## src/rtl/alu_seq_pkg.sv

```systemverilog
// Shared opcode encodings, flag bit positions and the opcode legality check
// for the alu issue sequencer.
package alu_seq_pkg;

  localparam logic [3:0] OP_AND = 4'd0;
  localparam logic [3:0] OP_OR  = 4'd1;
  localparam logic [3:0] OP_ADD = 4'd2;
  localparam logic [3:0] OP_SUB = 4'd6;
  localparam logic [3:0] OP_SLT = 4'd7;
  localparam logic [3:0] OP_NOR = 4'd12;

  localparam int ZCV_Z = 2;
  localparam int ZCV_C = 1;
  localparam int ZCV_V = 0;

  function automatic logic is_legal_op(input logic [3:0] op);
    case (op)
      OP_AND, OP_OR, OP_ADD, OP_SUB, OP_SLT, OP_NOR: return 1'b1;
      default:                                       return 1'b0;
    endcase
  endfunction

endpackage

```

## src/rtl/alu_seq_fifo.sv

```systemverilog
// Synchronous FIFO with occupancy count; the read port shows zero while empty
// so downstream outputs read as zero after reset.
module alu_seq_fifo #(
  parameter int WIDTH = 8,
  parameter int DEPTH = 4
) (
  input  logic                   clk,
  input  logic                   rst_n,
  input  logic                   push_i,
  input  logic [WIDTH-1:0]       wdata_i,
  input  logic                   pop_i,
  output logic [WIDTH-1:0]       rdata_o,
  output logic                   full_o,
  output logic                   empty_o,
  output logic [$clog2(DEPTH):0] count_o
);

  localparam int AW = $clog2(DEPTH);
  localparam int CW = AW + 1;
  localparam logic [CW-1:0] FULL_CNT = CW'(DEPTH);

  logic [WIDTH-1:0] mem_q [DEPTH];
  logic [AW-1:0]    wr_ptr_q;
  logic [AW-1:0]    rd_ptr_q;
  logic [CW-1:0]    count_q;
  logic             do_push;
  logic             do_pop;

  assign full_o  = (count_q == FULL_CNT);
  assign empty_o = (count_q == '0);
  assign count_o = count_q;
  assign do_push = push_i & ~full_o;
  assign do_pop  = pop_i & ~empty_o;
  assign rdata_o = empty_o ? '0 : mem_q[rd_ptr_q];

  always_ff @(posedge clk) begin
    if (do_push) mem_q[wr_ptr_q] <= wdata_i;
  end

  // Pointers wrap naturally because DEPTH is a power of two.
  always_ff @(posedge clk or negedge rst_n) begin
    if (!rst_n) begin
      wr_ptr_q <= '0;
      rd_ptr_q <= '0;
      count_q  <= '0;
    end else begin
      if (do_push) wr_ptr_q <= wr_ptr_q + AW'(1);
      if (do_pop)  rd_ptr_q <= rd_ptr_q + AW'(1);
      if (do_push && !do_pop)      count_q <= count_q + CW'(1);
      else if (do_pop && !do_push) count_q <= count_q - CW'(1);
    end
  end

endmodule

```

## src/rtl/alu_op_sequencer.sv

```systemverilog
// Issue stage in front of a registered alu: input FIFO, credit-gated issue,
// tag/err shift pipe and in-order output FIFO. Optional ALU_SEQ_PERF_EN adds counters.
module alu_op_sequencer
  import alu_seq_pkg::*;
#(
  parameter int IN_DEPTH  = 4,
  parameter int OUT_DEPTH = 4,
  parameter int ALU_LAT   = 1,
  parameter int TAG_W     = 4
) (
  input  logic             clk,
  input  logic             rst_n,
  input  logic             in_valid,
  output logic             in_ready,
  input  logic [31:0]      in_src1,
  input  logic [31:0]      in_src2,
  input  logic [3:0]       in_op,
  input  logic [TAG_W-1:0] in_tag,
  output logic [31:0]      alu_src1,
  output logic [31:0]      alu_src2,
  output logic [3:0]       alu_ctrl,
  input  logic [31:0]      alu_result,
  input  logic             alu_zero,
  input  logic             alu_cout,
  input  logic             alu_overflow,
  output logic             out_valid,
  input  logic             out_ready,
  output logic [31:0]      out_result,
  output logic [2:0]       out_zcv,
  output logic [TAG_W-1:0] out_tag,
`ifdef ALU_SEQ_PERF_EN
  output logic [31:0]      perf_issued,
  output logic [15:0]      perf_illegal,
`endif
  output logic             out_err
);

  localparam int IN_W  = 32 + 32 + 4 + TAG_W;
  localparam int OUT_W = 32 + 3 + TAG_W + 1;

  logic                        ready_q;
  logic                        in_full;
  logic                        in_empty;
  logic [IN_W-1:0]             in_head;
  logic [$clog2(IN_DEPTH):0]   in_count;
  logic                        out_full;
  logic                        out_empty;
  logic [OUT_W-1:0]            out_head;
  logic [OUT_W-1:0]            out_wdata;
  logic [$clog2(OUT_DEPTH):0]  out_count;
  logic                        unused_sigs;

  logic [31:0]      head_src1;
  logic [31:0]      head_src2;
  logic [3:0]       head_op;
  logic [TAG_W-1:0] head_tag;
  logic             head_legal;
  logic [7:0]       inflight;
  logic             credit_ok;
  logic             issue;

  logic [31:0]      alu_src1_q, alu_src1_d;
  logic [31:0]      alu_src2_q, alu_src2_d;
  logic [3:0]       alu_ctrl_q, alu_ctrl_d;
  logic [ALU_LAT:0] vld_q;
  logic [ALU_LAT:0] err_q;
  logic [TAG_W-1:0] tag_q [ALU_LAT+1];
  logic [2:0]       cap_zcv;

  assign in_ready = ready_q & ~in_full;

  alu_seq_fifo #(.WIDTH(IN_W), .DEPTH(IN_DEPTH)) u_in_fifo (
    .clk     (clk),
    .rst_n   (rst_n),
    .push_i  (in_valid & in_ready),
    .wdata_i ({in_src1, in_src2, in_op, in_tag}),
    .pop_i   (issue),
    .rdata_o (in_head),
    .full_o  (in_full),
    .empty_o (in_empty),
    .count_o (in_count)
  );

  assign head_src1  = in_head[IN_W-1 -: 32];
  assign head_src2  = in_head[TAG_W+4 +: 32];
  assign head_op    = in_head[TAG_W +: 4];
  assign head_tag   = in_head[TAG_W-1:0];
  assign head_legal = is_legal_op(head_op);

  always_comb begin
    inflight = '0;
    for (int i = 0; i <= ALU_LAT; i++) inflight = inflight + 8'(vld_q[i]);
  end

  // Credit counts every result already owed a slot; a same-cycle pop frees nothing.
  assign credit_ok = (32'(out_count) + 32'(inflight)) < $unsigned(OUT_DEPTH);
  assign issue     = ~in_empty & credit_ok;

  always_comb begin
    alu_src1_d = alu_src1_q;
    alu_src2_d = alu_src2_q;
    alu_ctrl_d = alu_ctrl_q;
    if (issue && head_legal) begin
      alu_src1_d = head_src1;
      alu_src2_d = head_src2;
      alu_ctrl_d = head_op;
    end
  end

  always_ff @(posedge clk or negedge rst_n) begin
    if (!rst_n) begin
      ready_q    <= 1'b0;
      alu_src1_q <= '0;
      alu_src2_q <= '0;
      alu_ctrl_q <= '0;
      vld_q      <= '0;
      err_q      <= '0;
      for (int i = 0; i <= ALU_LAT; i++) tag_q[i] <= '0;
    end else begin
      ready_q    <= 1'b1;
      alu_src1_q <= alu_src1_d;
      alu_src2_q <= alu_src2_d;
      alu_ctrl_q <= alu_ctrl_d;
      vld_q[0]   <= issue;
      err_q[0]   <= issue & ~head_legal;
      tag_q[0]   <= head_tag;
      for (int i = 1; i <= ALU_LAT; i++) begin
        vld_q[i] <= vld_q[i-1];
        err_q[i] <= err_q[i-1];
        tag_q[i] <= tag_q[i-1];
      end
    end
  end

  assign alu_src1 = alu_src1_q;
  assign alu_src2 = alu_src2_q;
  assign alu_ctrl = alu_ctrl_q;

  always_comb begin
    cap_zcv        = '0;
    cap_zcv[ZCV_Z] = alu_zero;
    cap_zcv[ZCV_C] = alu_cout;
    cap_zcv[ZCV_V] = alu_overflow;
  end

  assign out_wdata = err_q[ALU_LAT] ? {32'd0, 3'b000, tag_q[ALU_LAT], 1'b1}
                                    : {alu_result, cap_zcv, tag_q[ALU_LAT], 1'b0};

  alu_seq_fifo #(.WIDTH(OUT_W), .DEPTH(OUT_DEPTH)) u_out_fifo (
    .clk     (clk),
    .rst_n   (rst_n),
    .push_i  (vld_q[ALU_LAT]),
    .wdata_i (out_wdata),
    .pop_i   (out_ready),
    .rdata_o (out_head),
    .full_o  (out_full),
    .empty_o (out_empty),
    .count_o (out_count)
  );

  assign out_valid  = ~out_empty;
  assign out_result = out_head[OUT_W-1 -: 32];
  assign out_zcv    = out_head[TAG_W+1 +: 3];
  assign out_tag    = out_head[1 +: TAG_W];
  assign out_err    = out_head[0];

  assign unused_sigs = ^{in_count, out_full};

`ifdef ALU_SEQ_PERF_EN
  logic [31:0] perf_issued_q, perf_issued_d;
  logic [15:0] perf_illegal_q, perf_illegal_d;

  always_comb begin
    perf_issued_d  = perf_issued_q;
    perf_illegal_d = perf_illegal_q;
    if (issue) begin
      perf_issued_d = perf_issued_q + 32'd1;
      if (!head_legal) perf_illegal_d = perf_illegal_q + 16'd1;
    end
  end

  always_ff @(posedge clk or negedge rst_n) begin
    if (!rst_n) begin
      perf_issued_q  <= '0;
      perf_illegal_q <= '0;
    end else begin
      perf_issued_q  <= perf_issued_d;
      perf_illegal_q <= perf_illegal_d;
    end
  end

  assign perf_issued  = perf_issued_q;
  assign perf_illegal = perf_illegal_q;
`endif

endmodule

```

## config.mk

```make
export PLATFORM = sky130hd
export DESIGN_NAME = alu_op_sequencer
export DESIGN_NICKNAME = d
export VERILOG_FILES = /design/src/rtl/alu_seq_pkg.sv /design/src/rtl/alu_seq_fifo.sv /design/src/rtl/alu_op_sequencer.sv
export SDC_FILE = /design/constraint.sdc
export NUM_CORES = 1
export LEC_CHECK = 0
export ABC_AREA = 1
export CELL_PAD_IN_SITES_DETAIL_PLACEMENT = 1
export CELL_PAD_IN_SITES_GLOBAL_PLACEMENT = 1
export CORE_ASPECT_RATIO = 0.6
export CORE_MARGIN = 2
export CORE_UTILIZATION = 49
export DETAILED_ROUTE_END_ITERATION = 16
export HOLD_SLACK_MARGIN = 0.05
export PLACE_DENSITY_LB_ADDON = 0.25
export SYNTH_ARGS = -nofsm -noshare
export SYNTH_HDL_FRONTEND = slang
export SYNTH_SLANG_ARGS = --single-unit
```

## constraint.sdc

```tcl
create_clock -name clk -period 12 [get_ports clk]
set_input_delay 3 -clock clk [delete_from_list [all_inputs] [get_ports clk]]
set_output_delay 3 -clock clk [all_outputs]
set_load 0.05 [all_outputs]
```

== Word level (Yosys, flattened, before mapping) ==
Memory sizes are Yosys's and may differ from the RTL's.
Cells that the tools add are included.
Word-level totals
  word-level logic and storage cells: 74
  input port bits: 111
  bits in writable memories: 448
  memories kept: 2
  output and inout bits: 110
  register bits: 95
Memory list
  u_in_fifo.mem_q: depth 4, bits a word 72, read ports 1, clocked after Yosys merged registers in 0, write ports 1, line alu_seq_fifo.sv:22  | logic [WIDTH-1:0] mem_q [DEPTH];
  u_out_fifo.mem_q: depth 4, bits a word 40, read ports 1, clocked after Yosys merged registers in 0, write ports 1, line alu_seq_fifo.sv:22
Cells by class
  magnitude comparators: 1
  add/subtract/negate cells: 10
  bitwise gates (word level): 13
  muxes and demuxes: 12
  equality and inequality tests: 7
  reductions and logical operators: 15
Operators with widths (count)
  40-bit 2-to-1 mux: 2
  72-bit 2-to-1 mux: 1
  3-bit 2-to-1 mux: 4
  2-bit by 1-bit adder with 2-bit output (second input constant): 4
  1-bit AND: 8
  4-bit by 3-bit equality test with 1-bit output (second input constant): 2
  3-bit by 1-bit adder with 3-bit output (second input constant): 2
  3-bit equality test (second input constant): 2
  3-bit logical NOT: 2
  6-bit OR reduction: 1
  3-bit by 1-bit subtractor with 3-bit output (second input constant): 2
  1-bit logical AND: 5
  1-bit 2-to-1 mux: 5
  1-bit NOT: 5
  3-bit by 2-bit adder with 4-bit output: 1
  4-bit by 1-bit equality test with 1-bit output (second input constant): 1
  4-bit by 2-bit equality test with 1-bit output (second input constant): 1
  4-bit equality test (second input constant): 1
  1-bit logical NOT: 4
  4-bit logical NOT: 1
  4-bit by 3-bit < comparator with 1-bit output (second input constant): 1
  2-bit nonzero test: 2
  1-bit by 1-bit adder with 2-bit output: 1

== Depth between registers and ports, before layout ==
  depth after elaboration: 9
  depth in mapped cells: 14
  depth with buffers taken out: 12

== By module ==
Synthesis repeated with hierarchy kept, for this count alone.
Second synthesis, totals
  cell total of the unflattened synthesis: 2287
  area, all modules: 23287.3 µm²
Modules (own cells, without submodules)
  alu_seq_fifo (u_in_fifo): sequential area each 8823.5 µm², instances 1, cells an instance 1192, area each 12580.8 µm²
  alu_seq_fifo (u_out_fifo): sequential area each 4979.8 µm², instances 1, cells an instance 689, area each 7319.5 µm²
  alu_op_sequencer: sequential area each 2026.9 µm², instances 1, cells an instance 406, area each 3387.0 µm²

== Worst setup path after synthesis ==
No wires, ideal clock.
  path type: input to register
  start point: in in_valid
  end point: mem u_in_fifo.mem_q[0][0] (netlist name), enable pin
  stages on the path: 2
  arrival: 6225 ps
  path buffers: 0
  setup slack: 5272 ps
  library setup time: 503 ps
  data required time: 11497 ps
  cell sequence: nand2_1 -> nor2_1
Between the ends
  word-level cells in the longest chain between the ends: 4
Ends and longest elaborated chain
  start, declared: line alu_op_sequencer.sv:13  | input logic in_valid,
  1-bit AND: line alu_op_sequencer.sv:75  | .push_i (in_valid & in_ready),
  1-bit AND: line alu_seq_fifo.sv:32  | assign do_push = push_i & ~full_o;
  1-bit 2-to-1 mux: line alu_seq_fifo.sv:37  | if (do_push) mem_q[wr_ptr_q] <= wdata_i;
  1-bit 2-to-1 mux (not written as such): line alu_seq_fifo.sv:37
  end, declared: line alu_seq_fifo.sv:22
Every way passes these cells.

== Worst setup path after layout ==
  start point: reg u_out_fifo.rd_ptr_q[0]
  end point: out out_result[31]
Between the ends
  word-level cells in the longest chain between the ends: 2
Ends and longest elaborated chain
  start, declared: line alu_seq_fifo.sv:24  | logic [AW-1:0] rd_ptr_q;
  start signal, assigned: line alu_seq_fifo.sv:48  | if (do_pop) rd_ptr_q <= rd_ptr_q + AW'(1);
  memory 4 x 40 bit
  40-bit 2-to-1 mux: line alu_seq_fifo.sv:34  | assign rdata_o = empty_o ? '0 : mem_q[rd_ptr_q];
  end, declared: line alu_op_sequencer.sv:28  | output logic [31:0] out_result,
Every way passes these cells.

==> results summary <==
Of the available clock period, the critical path in the final layout requires 54.9%. The length in cells of the worst reg-to-reg path came out at 12. Synthesis inferred 543 register bits. In the synthesized netlist the async set-or-reset flop fraction comes to 17.5%. The post-synthesis instance area came out at 21500 µm². The total count of hold-check failures in the final report is 0.

Setup repair after global routing left no endpoint under its margin. The count of cells along the worst hold path is 0. Summing over every cut layer, the via total after detailed routing is 14500. The share of final-layout standard cells stronger than drive strength 1 came out at 6.12%. The number of antenna violations at the first check in global routing is 5. The floorplan step defined a core boundary enclosing 43300 µm². Pin placement for this block handled 221 I/O pins. The max-cap check violation count is 0. The minimum period implied by the final worst setup slack is 6.58 ns. Across the routed clock network, the largest skew measured is 0.0163 ns.

The relative slew slack is 24.7%. The proportion of power drawn by combinational gates is 44.3%. The share of the yosys chip area belonging to registers came out at 73.5%. The post-cts hold buffer count is 0. The total track usage is 25.5%.

Leaving out fill and tap cells, the most frequent cells in the layout are sky130_fd_sc_hd__nor2_1 (476), sky130_fd_sc_hd__edfxtp_1 (448), sky130_fd_sc_hd__clkdlybuf4s50_1 (219). For this run, the top clock speed supported by timing is 0.152 GHz. The HPWL after detailed placement is 32200 µm.

The critical path goes through buf_4 -> clkinv_1 -> buf_4 -> o21ai_0 -> a21oi_1 -> clkdlybuf4s50_1. In this run, CTS created clock tree buffers numbering 50. The power density normalized to cell area is 296 nW/µm². The first-pass detailed-route iteration total is 7.

In this run, distinct cell masters in the synthesized netlist total 29. The TritonCTS clock tree is yes. The tree is rooted in a sky130_fd_sc_hd__clkbuf_16.

The critical path's slowest cell is sky130_fd_sc_hd__clkdlybuf4s50_1. The number of input and output port buffers inserted is 220. The net count of the mapped netlist is 1946. The area enclosed by the die boundary came out at 45700 µm². STA classifies the critical path endpoint as an output port.

The initialized floorplan defines 59 standard-cell rows. The min-delay analysis places its worst path in the category reg -> reg. The net switching power figure came out at 3.36 mW. The final design utilization is 59.6%. The sink count of the clock tree came out at 543. In the synthesized netlist the dominant register cell turns out to be sky130_fd_sc_hd__edfxtp_1. Measured along the y axis, the die boundary spans 166 µm. Data on the critical path arrives at its endpoint at 3.58 ns. The synthesized netlist cell count came out at 1822.

Of all nets on the critical path, the largest fanout is 82. The share of Yosys cell area claimed by the top area cell type is 62.5%. Including well taps, the total number of placed cells is 2529. The critical path's most frequent cell is sky130_fd_sc_hd__buf_4. The maximum root-to-sink buffer count came out at 3. The maximum vdd ir drop is 0.151 mV. The clock-pin slew on the worst setup and hold paths came out at 0.06 ns. The reported leakage power came out at 9.45 nW. The weighted congestion reported at the end of routability-driven placement came out at 0.720.

The worst setup slack for register-to-register paths came out at 8.01 ns. The delay contributed by the slowest stage of the critical path came out at 0.74 ns. The source-to-sink clock delay at the later pin of the worst-skew pair came out at 0.58 ns. The post-route DRC violation count came out at 0. For this run, the number of Yosys warnings is 0. The count of buffer and inverter cells on the critical path came out at 4. The required time of the critical path is 9.00 ns.

The flow ran to the end, and the final reports show no timing, DRC or antenna violations. The post-detailed-route count of antenna-violating nets is 0. The fraction of power spent switching nets is 43.9%.

The critical path is of the reg -> out type. The total internal power is 4.29 mW. The number of slew-limit violations in the final report came out at 0. At the pin with the least slew margin, the transition time is 1.13 ns. Summed over all layers, the global routing overflow is 0.

Entering global routing, the biggest net connects 88 pins. The most frequent standard cell in the layout excluding fill and tap cells is sky130_fd_sc_hd__nor2_1. The first global-routing pass estimated 89800 µm of wire. The cell family contributing the most delay on the critical path is buffers and inverters. The total negative slack for setup checks is 0 ns.

The die span in x is 275 µm. For this block, the initial DRC count from the detailed router was 983. The synthesized design spends more area on one cell type than any other, namely sky130_fd_sc_hd__edfxtp_1.

STA classifies the critical path startpoint as a flip-flop. The count of flip-flops with a built-in enable after synthesis is 448. In this run, the clock network consumes 20.5% of the power. The non-filler instance count after layout came out at 2627. Once the floorplan was initialized, standard cells occupied 49.7% of the core. The total detailed-routing wirelength came out at 57400 µm. The number of global-route vias before repair is 15700. Per report_power, the sequential group accounts for 35.2% of the total. The number of gates on the worst path with buffers counted is 6.

The number of nets in the layout came out at 2126. The number of setup buffers added after CTS is 0. Post-CTS repair changed the size of 0 cells. The maximum level of the CTS H-tree is 2. From synthesis to final layout, the design area changed by 19.9%.

The final routed wire length divided by cell count is 21.9 µm. The number of failing setup endpoints in the final timing report came out at 0. After detailed routing, the number of vias per cell comes to 5.50. After synthesis, the cell types taking the most area are sky130_fd_sc_hd__edfxtp_1 (62%), sky130_fd_sc_hd__dfrtp_1 (11%), sky130_fd_sc_hd__nor2_1 (8.4%). The post-synthesis average cell area is 11.8 µm².
## cell usage after synthesis, types with 8 or more instances
master                     count
sky130_fd_sc_hd__nand3_1       8
sky130_fd_sc_hd__dfrtp_1      95
sky130_fd_sc_hd__buf_1        22
sky130_fd_sc_hd__buf_4         9
sky130_fd_sc_hd__o21ai_0     205
sky130_fd_sc_hd__a21oi_1     114
sky130_fd_sc_hd__edfxtp_1    448
sky130_fd_sc_hd__ha_1         11
sky130_fd_sc_hd__nand4_1      68
sky130_fd_sc_hd__o21ai_1      16
sky130_fd_sc_hd__inv_1        61
sky130_fd_sc_hd__nor2_1      484
sky130_fd_sc_hd__clkbuf_1     56
sky130_fd_sc_hd__buf_2        25
sky130_fd_sc_hd__nand2_1     173
## per-stage QoR
stage,power [mW],worst slack [ns],hold slack (ns),cell area (µm²)
after detailed placement,6.12,5.98,0.336,24200
after global routing,8.08,5.18,0.363,25800
after floorplan,4.94,5.27,0.331,21500
after global placement,5.98,5.84,0.335,24200
after CTS,7.71,5.35,0.350,25800
final,7.65,5.42,0.350,25800
## layout make-up
class | count | area (µm²)
Fill cell | 4371 | 17500
Clock buffer | 67 | 1410
Inverter | 64 | 243
Sequential cell | 543 | 15800
Tap cell | 579 | 724
Clock inverter | 27 | 195
Antenna cell | 4 | 10.0
Timing Repair Buffer | 244 | 2380
Multi-Input combinational cell | 1099 | 5010
## flip-flops by register name (all words and copies together) (netlist names)
register,cells
err_q,2
u_in_fifo.rd_ptr_q,2
alu_src2,32
u_out_fifo.rd_ptr_q,2
alu_src1,32
u_out_fifo.mem_q,160
u_in_fifo.count_o,3
vld_q,2
ready_q,1
u_out_fifo.wr_ptr_q,2
alu_ctrl,4
tag_q,8
u_in_fifo.mem_q,288
u_in_fifo.wr_ptr_q,2
u_out_fifo.count_o,3
## metal layers
layer / part of all wire (%) / vias to the layer above / global-route usage (%) / routed length, µm
li1: - / 6666 / - / -
met1: 44 / 7405 / 34.8 / 25400
met2: 50 / 305 / 43.3 / 28600
met3: 4.2 / 74 / 3.77 / 2430
met4: 1.6 / 2 / 6.19 / 940
met5: 0.019 / - / 0 / 11
## worst paths after layout
check	start	end
worst max-delay path	u_out_fifo.rd_ptr_q[0]	out_result[31]
worst min-delay path	tag_q[5]	tag_q[1]
worst max register to register	u_in_fifo.rd_ptr_q[0]	alu_src2[16]
worst min register to register	tag_q[5]	tag_q[1]
max in group asynchronous	rst_n	u_in_fifo.rd_ptr_q[0]
min in group asynchronous	rst_n	ready_q
## cells by family after synthesis
kind of cell / count (synthesis) / share of synthesized area [%]
other cells: 1 / 0.0174
mux: 1 / 0.0523
fa+ha+maj: 13 / 0.825
simple gates: 738 / 13.8
buf+inv: 180 / 3.58
flops: 543 / 73.5
compound gates: 337 / 7.85
xor+xnor: 9 / 0.366
## power by group through the flow
stage                     Combinational [mW]  Sequential, mW  Clock (mW)
after floorplan                         1.96            2.98           0
after global placement                  3.27            2.70           0
after detailed placement                3.39            2.73           0
after CTS                               3.42            2.69        1.60
after global routing                    3.68            2.73        1.67
final                                   3.39            2.69        1.57
No activity file was read; power rests on OpenSTA's default activity.
